File: config.mk
export PLATFORM = sky130hd
export DESIGN_NAME = uart_tx_controller
export DESIGN_NICKNAME = d
export VERILOG_FILES = /design/src/rtl/uart_tx_controller_pkg.sv /design/src/rtl/uart_tx_controller_baud_rate_generator.sv /design/src/rtl/uart_tx_controller.sv
export SDC_FILE = /design/constraint.sdc
export NUM_CORES = 1
export LEC_CHECK = 0
export ABC_AREA = 0
export BUFFER_PORTS_ARGS = -buffer_cell sky130_fd_sc_hd__buf_2
export CAP_MARGIN = 0
export CORE_MARGIN = 2
export CORE_UTILIZATION = 61
export CTS_CLUSTER_SIZE = 25
export DETAILED_ROUTE_END_ITERATION = 12
export HOLD_SLACK_MARGIN = 0.08
export PLACE_DENSITY = 0.86
export SYNTH_ARGS = -nofsm -noshare
export SYNTH_HDL_FRONTEND = slang
export SYNTH_SLANG_ARGS = --single-unit
File: constraint.sdc
create_clock -name clk -period 3.5 [get_ports clk]
set_input_delay 0.7 -clock clk [delete_from_list [all_inputs] [get_ports clk]]
set_output_delay 0.7 -clock clk [all_outputs]
set_load 0.02 [all_outputs]
File: src/rtl/uart_tx_controller_pkg.sv
// rtl/uart_tx_controller_pkg.sv - shared FSM encoding and baud counter width
package uart_tx_controller_pkg;

    localparam int BAUD_CNT_W = 14;

    typedef enum logic [2:0] {
        ST_IDLE   = 3'd0,
        ST_START  = 3'd1,
        ST_DATA   = 3'd2,
        ST_PARITY = 3'd3,
        ST_STOP   = 3'd4
    } state_t;

endpackage

File: src/rtl/uart_tx_controller_baud_rate_generator.sv
// rtl/uart_tx_controller_baud_rate_generator.sv - down-counting baud tick, one tick per BAUD_RATE_NUMBER+1 enabled cycles
module baud_rate_generator
    import uart_tx_controller_pkg::*;
#(
    parameter logic [BAUD_CNT_W-1:0] BAUD_RATE_NUMBER = 14'd20
) (
    input  logic clk,
    input  logic rst,
    input  logic count_en,
    output logic baud_rate_signal
);

    logic [BAUD_CNT_W-1:0] count_q;
    logic [BAUD_CNT_W-1:0] count_d;

    always_comb begin
        count_d          = count_q;
        baud_rate_signal = 1'b0;
        if (count_en) begin
            if (count_q == '0) begin
                baud_rate_signal = 1'b1;
                count_d          = BAUD_RATE_NUMBER;
            end else begin
                count_d = count_q - BAUD_CNT_W'(1);
            end
        end
    end

    always_ff @(posedge clk) begin
        if (rst) begin
            count_q <= BAUD_RATE_NUMBER;
        end else begin
            count_q <= count_d;
        end
    end

endmodule

File: src/rtl/uart_tx_controller.sv
// rtl/uart_tx_controller.sv - byte-wide valid/ready to serial UART transmitter with optional parity and 1/2 stop bits
module uart_tx_controller
    import uart_tx_controller_pkg::*;
#(
    parameter logic [BAUD_CNT_W-1:0] BAUD_RATE_NUMBER = 14'd20,
    parameter bit                    PARITY_EN        = 1'b0,
    parameter bit                    PARITY_ODD       = 1'b0,
    parameter int                    STOP_BITS        = 1
) (
    input  logic       clk,
    input  logic       rst,
    input  logic [7:0] tx_data,
    input  logic       tx_valid,
    output logic       tx_ready,
    output logic       tx,
    output logic       busy,
    output logic       frame_done
);

    state_t     state_q, state_d;
    logic [7:0] shift_q, shift_d;
    logic [2:0] bit_cnt_q, bit_cnt_d;
    logic       stop_cnt_q, stop_cnt_d;
    logic       parity_q, parity_d;
    logic       tx_q, tx_d;
    logic       busy_q, busy_d;
    logic       tx_ready_q, tx_ready_d;
    logic       tick;
    logic       baud_rst;
    logic       last_stop;
    logic       done;

    // Holding the generator in reload while idle gives every start bit its full length.
    assign baud_rst  = rst || (state_q == ST_IDLE);
    assign last_stop = (STOP_BITS == 1) || stop_cnt_q;

    baud_rate_generator #(
        .BAUD_RATE_NUMBER(BAUD_RATE_NUMBER)
    ) u_baud (
        .clk             (clk),
        .rst             (baud_rst),
        .count_en        (state_q != ST_IDLE),
        .baud_rate_signal(tick)
    );

    always_comb begin
        state_d    = state_q;
        shift_d    = shift_q;
        bit_cnt_d  = bit_cnt_q;
        stop_cnt_d = stop_cnt_q;
        parity_d   = parity_q;
        done       = 1'b0;
        case (state_q)
            ST_IDLE: begin
                if (tx_valid && tx_ready_q) begin
                    state_d    = ST_START;
                    shift_d    = tx_data;
                    parity_d   = (^tx_data) ^ PARITY_ODD;
                    bit_cnt_d  = 3'd0;
                    stop_cnt_d = 1'b0;
                end
            end
            ST_START: begin
                if (tick) state_d = ST_DATA;
            end
            ST_DATA: begin
                if (tick) begin
                    shift_d = {1'b0, shift_q[7:1]};
                    if (bit_cnt_q == 3'd7) begin
                        state_d = PARITY_EN ? ST_PARITY : ST_STOP;
                    end else begin
                        bit_cnt_d = bit_cnt_q + 3'd1;
                    end
                end
            end
            ST_PARITY: begin
                if (tick) state_d = ST_STOP;
            end
            ST_STOP: begin
                if (tick) begin
                    if (last_stop) begin
                        state_d = ST_IDLE;
                        done    = 1'b1;
                    end else begin
                        stop_cnt_d = 1'b1;
                    end
                end
            end
            default: state_d = ST_IDLE;
        endcase

        // Outputs are registered from next-state values so they line up with state_q.
        case (state_d)
            ST_START:  tx_d = 1'b0;
            ST_DATA:   tx_d = shift_d[0];
            ST_PARITY: tx_d = parity_d;
            default:   tx_d = 1'b1;
        endcase
        busy_d     = (state_d != ST_IDLE);
        tx_ready_d = (state_d == ST_IDLE);
    end

    always_ff @(posedge clk) begin
        if (rst) begin
            state_q    <= ST_IDLE;
            shift_q    <= 8'd0;
            bit_cnt_q  <= 3'd0;
            stop_cnt_q <= 1'b0;
            parity_q   <= 1'b0;
            tx_q       <= 1'b1;
            busy_q     <= 1'b0;
            tx_ready_q <= 1'b1;
        end else begin
            state_q    <= state_d;
            shift_q    <= shift_d;
            bit_cnt_q  <= bit_cnt_d;
            stop_cnt_q <= stop_cnt_d;
            parity_q   <= parity_d;
            tx_q       <= tx_d;
            busy_q     <= busy_d;
            tx_ready_q <= tx_ready_d;
        end
    end

    assign tx         = tx_q;
    assign busy       = busy_q;
    assign tx_ready   = tx_ready_q;
    assign frame_done = done;

endmodule

Yosys cells after proc, flatten, opt, wreduce, memory -nomap -nowiden

Cells that the tools add are included.

Reductions and logical operators: 11
$add $sub $neg: 2
Eq/ne operators: 11
Mux-type cells: 22

Operators by type and width:

| cell                    | count |
|---|---|
| $mux W3                 | 9 |
| $mux W8                 | 2 |
| $pmux W8 S2             | 1 |
| $pmux W3 S5             | 1 |
| $logic_not A14 Y1       | 1 |
| $mux W14                | 1 |
| $sub A14 B1 Y14 const B | 1 |
| $eq A3 B2 Y1 const B    | 4 |
| $reduce_xor A8 Y1       | 1 |
| $eq A3 B1 Y1 const B    | 2 |
| $eq A3 B3 Y1 const B    | 2 |
| $logic_not A3 Y1        | 2 |
| $mux W1                 | 6 |
| $pmux W3 S2             | 1 |
| $reduce_bool A3 Y1      | 2 |
| $ne A2 B2 Y1 const B    | 2 |
| $reduce_and A4 Y1       | 1 |
| $add A3 B1 Y3 const B   | 1 |
| $pmux W1 S3             | 1 |
| $reduce_and A3 Y1       | 1 |
| $ne A2 B1 Y1 const B    | 1 |
| $reduce_bool A2 Y1      | 1 |
| $logic_and A1 B1 Y1     | 1 |
| $logic_or A1 B1 Y1      | 1 |

Output and inout bits: 4
Bits of input ports: 11
Flip-flop bits (word level): 32

Longest topological paths before layout

Word-level depth: 7
Mapped depth: 8
Depth with buffers taken out: 7

By module

A second synthesis with hierarchy kept.

Cells, all modules: 164
Area total of the unflattened synthesis: 1,511.4 sq um

Modules (own cells, without submodules):

| module              | sequential area each (sq um) | area each (sq um) | cells an instance | times used |
|---|---|---|---|---|
| uart_tx_controller  | 360.3                        | 830.8             | 90                | 1 |
| baud_rate_generator | 280.3                        | 680.7             | 74                | 1 |

Least setup slack after synthesis

No wires, ideal clock.

Kind: reg-to-output
Start: register u_baud.count_q[0]
End: output frame_done
Buffers on the path: 1
Path slack: 1,218 ps
Data required time: 2,800 ps
Arrival: 1,582 ps
Cell stages (with the launch flop): 7
Cells stage by stage: dfxtp_1 > inv_1 > ha_1 > nor4b_1 > and4b_1 > buf_2 > and3_2

Longest elaborated chain between the ends: 5

Ends and longest elaborated chain:

| what                   | RTL line                                     | text |
|---|---|---|
| start, declared        | uart_tx_controller_baud_rate_generator.sv:13 | `logic [BAUD_CNT_W-1:0] count_q;` |
| start signal, assigned | uart_tx_controller_baud_rate_generator.sv:33 | `count_q <= count_d;` |
| $logic_not A14 Y1      | uart_tx_controller_baud_rate_generator.sv:20 | `if (count_q == '0) begin` |
| $mux W1                | uart_tx_controller_baud_rate_generator.sv:20 |  |
| $mux W1                | uart_tx_controller_baud_rate_generator.sv:19 | `if (count_en) begin` |
| $mux W1                | uart_tx_controller.sv:80                     | `if (tick) begin` |
| $mux W1                | uart_tx_controller.sv:53                     | `case (state_q)` |
| end, declared          | uart_tx_controller.sv:17                     | `output logic frame_done` |

No other way between the ends.

Final worst setup path

Same ends and word-level chain as after synthesis.

==> results list <==
- After detailed routing, the average wire length per cell comes to about 14 um.
- Number of ports placed on the die boundary: 15
- Cell area after technology mapping: about 1500 sq um
- After filler insertion, the fill cell instance count of the layout stands at roughly 180.
- TritonCTS built the clock tree.
* Share of total power in sequential cells: roughly 51%
* Switching Power: ~190 uW
- DIE AREA: about 2800 sq um
- After the last flow step, the layout net total stands at approximately 200.
- The worst hold path passes through 2 cells.
- Clock latency on the worst-skew pair, taken at its later pin, is around 320 ps.
- Number of global-route vias before repair: 1125
- Total Routing Usage GR: between 20% and 30%
- Number of flops mapped to enable cells by yosys: 0
* Die Width: between 50 and 60 um
- Global routing used between 20% and 30% of the available met1 tracks.
- The internal power of the cells totals roughly 570 uW.
- In this run, post-CTS repair resized a total of 0 instances.
* Type of the most critical hold path: reg -> reg
- The floorplan step set the die height to 53.3 um.
- Once routing completed, OpenROAD measured the worst setup slack at between 500 and 600 ps.
- Yosys warnings: 0
- Sequential fraction of the synthesis area: approximately 43%
* Arrival time of data at the critical path endpoint: between 2000 and 2500 ps
- Wire length of the first global-routing pass: between 4 and 5 mm
- Dpl ws: roughly 1000 ps
- For this design, the CTS-stage hold fixing added 0 buffers.
* Pin count of the biggest net entering global routing: 19
- In this run the deepest clock path goes through 2 buffers.
- After legalization and detailed placement, the total HPWL measured 2.18 mm.
* Highest Clock Rate: approximately 340 MHz
- The most used flip-flop cell after synthesis is dfxtp_1.
* Number of library cell types mapped by synthesis: 37
* Violation count after the first detailed-routing iteration: 30
* CTS Buf Count: 5
- The startpoint identified for the worst hold timing path is shift_q[2].
- Summed over all cells, the static leakage comes to 0.638 nW.
- Net switching is about a quarter of the power.
- Max Cap Violations: 0
* Number of iterations in the first detailed-routing pass: 4
- The number of hold-slack violations in the final timing report is 0.
- Slew Limit Headroom: 59.7%
* Fraction of layout cells with a size suffix above 1: between 10% and 20%
* Terminating pin of the worst hold path: shift_q[2]
* Count of mapped cells out of synthesis: roughly 170
- H-tree depth reported by CTS: 2
- Final wirelength: 3.02 mm
* Final setup skew: ~12 ps
- The layer flagged by global routing as most heavily used is met2.
- The number of antenna violations at the first check in global routing came to 0.
- The total overflow left after global routing is 0.
* Beginning of the worst register-to-register path: u_baud.count_q[0]
- Summing all multi-input logic gate instances after layout gives 797 sq um.
- Setup violation total in the final timing report: 0
- Worst Setup Path Type: reg -> out
* Clk sink count: 32
* Worst R2R Setup Slack: about 1300 ps
* Remaining antenna violation count after routing: 0
- Part of the power in combinational logic: between 10% and 20%
- Fin Setup TNS: 0 ps
- Register bit count reported by yosys: 32
* Register clock-pin slew on the reported worst setup and hold paths: between 100 and 150 ps
* Avg Cell Area, Syn: just under 9 sq um
* Maximum resistive drop on vdd: about 380 uV
- Vias: 1263
- Effective utilization at floorplan: roughly two thirds
* Areal power density over the cells: around 460 nW/um^2
- Logic depth of the worst register-to-register path: 7
* Met2 GRT Util: around two fifths
- Outcome: complete, no violations
- Data required time of the critical path: ~2800 ps
- Slew Viols, Final: 0
* Area of all sequential standard cells: 641 sq um
- Reg2reg end: tx
- For the pin with the worst max-slew slack, the measured transition is roughly 600 ps.
- Count of unresolved DRC violations after routing: 0
* Post-route fraction of the period consumed by the critical path: approximately 83%
- Nets in the synthesized netlist: about 180
- Part of the total power dissipated in the clock network: between 30% and 40%
- From synthesis to final layout, the design area changed by 10.8%.
- In this run the core area contains 17 standard-cell rows.
- The worst setup path is launched from a flop.
* CORE AREA: between 2000 and 2500 sq um
* Cell chosen for the clock root: clkbuf_4
* Met3 demand-to-capacity share in global routing: under 10%
- STA classifies the critical path endpoint as an output pin.
- Setup repair after global routing left no endpoint under its margin.
- After detailed routing, the number of vias per cell comes to about 6.0.
- After layout, the minimum clock period comes to just under 3000 ps.
- I/O Buffers: 14
* Number of post-CTS setup repair buffers: 0
- Proportion of synthesized flip-flops having asynchronous set or reset: 0%
* Critical-path maximum fanout: 6
* Routability-driven placement congestion ratio: around 0.84
* Number of diodes added for antenna fixing: 0
[routing by layer]
layer / routed length, um / vias up
met5: 0 / -
met4: 17 / 0
met3: 126 / 2
met2: 1520 / 36
met1: 1350 / 602
li1: - / 623
[placed cells by master (no fill, tap or decap), types with 2 or more instances in the layout]
| cell type | n |
|---|---|
| o211ai_1 | 2 |
| a21oi_1 | 12 |
| nand3b_1 | 2 |
| xor2_1 | 3 |
| clkbuf_4 | 5 |
| nor4_1 | 3 |
| ha_1 | 4 |
| xnor2_1 | 13 |
| inv_1 | 5 |
| o21ai_0 | 6 |
| buf_2 | 14 |
| nand3_1 | 6 |
| nor3_1 | 5 |
| or3_2 | 2 |
| nand4_1 | 3 |
| nand2_1 | 12 |
| nor2_1 | 24 |
| a31oi_1 | 3 |
| a22oi_1 | 8 |
| dfxtp_1 | 32 |
[kinds of logic after synthesis]
family                     count (synthesis)  share of synthesized area [%]
AOI/OAI and AO/OA                         36                           15.8
and+or+nand+nor                           67                           24.5
adders and majority gates                  4                           3.38
buffers and inverters                     11                           2.96
xor gates and xnor gates                  16                           9.46
DFF                                       32                           43.2
muxes                                      1                          0.676
[flip-flops by register name (all words and copies together), names as in the netlist]
name	count
busy	1
bit_cnt_q	3
parity_q	1
state_q	3
u_baud.count_q	14
tx	1
shift_q	8
tx_ready	1
[power groups by stage]
stage | Combinational [mW] | Sequential [mW] | Clock, mW
floorplan | 0.0644 | 0.398 | 0
detailed placement | 0.0895 | 0.397 | 0
finish | 0.0903 | 0.389 | 0.278
global route | 0.102 | 0.391 | 0.294
CTS | 0.0908 | 0.389 | 0.281
global placement | 0.0864 | 0.396 | 0
[through the flow]
stage	utilization [%]	std cells	area [sq um]	power [mW]	hold slack (ps)
final	72.8	211	1640	0.758	462
after global routing	72.8	211	1640	0.786	494
after CTS	72.8	211	1640	0.761	465
after detailed placement	69.3	203	1560	0.487	450
after global placement	69.3	203	1560	0.483	438
after floorplan	-	167	1480	0.462	426
[synth_stat cells, drive strengths merged, types with 2 or more instances]
master  number  area share (%)
ha           4             3.4
inv          5             1.3
buf          3            0.93
o211ai       2             1.0
nand3b       2             1.0
a31oi        3             1.3
xnor2       13             7.7
clkbuf       3            0.76
a21oi       12             4.1
nand4        3             1.3
and3         2            0.93
dfxtp       32              43
nand3        6             2.0
xor2         3             1.8
nor4         3             1.3
nor3         5             1.7
o21ai        6             2.0
or3          3             1.4
nor4b        2             1.6
a22oi        8             4.1
nor2        24             6.1
nand2       12             3.0
[layout make-up]
| type | instances | share of cell area [%] |
|---|---|---|
| multi-input cells | 124 | 48.6 |
| inverters | 5 | 1.14 |
| repair buffers | 14 | 4.27 |
| flip-flops and latches | 32 | 39.0 |
| clock inverters | 3 | 2.59 |
| clock buffers | 5 | 2.29 |
| well taps | 28 | 2.13 |
[worst max-delay path by stage]
stage,start,end,depth (start not counted)
2_1_floorplan,u_baud.count_q[0],frame_done,6
3_3_place_gp,u_baud.count_q[0],frame_done,6
3_5_place_dp,u_baud.count_q[0],frame_done,6
4_1_cts,u_baud.count_q[0],frame_done,6
5_1_grt,u_baud.count_q[0],frame_done,6
6_report,u_baud.count_q[0],frame_done,6
[critical path: stages (launching register included)]
cell and delay, ps:
dfxtp_1 360, inv_1 100, ha_1 140, nor4b_1 500
and4b_1 410, and3_2 210, buf_2 150
No activity file was read; power rests on OpenSTA's default activity.
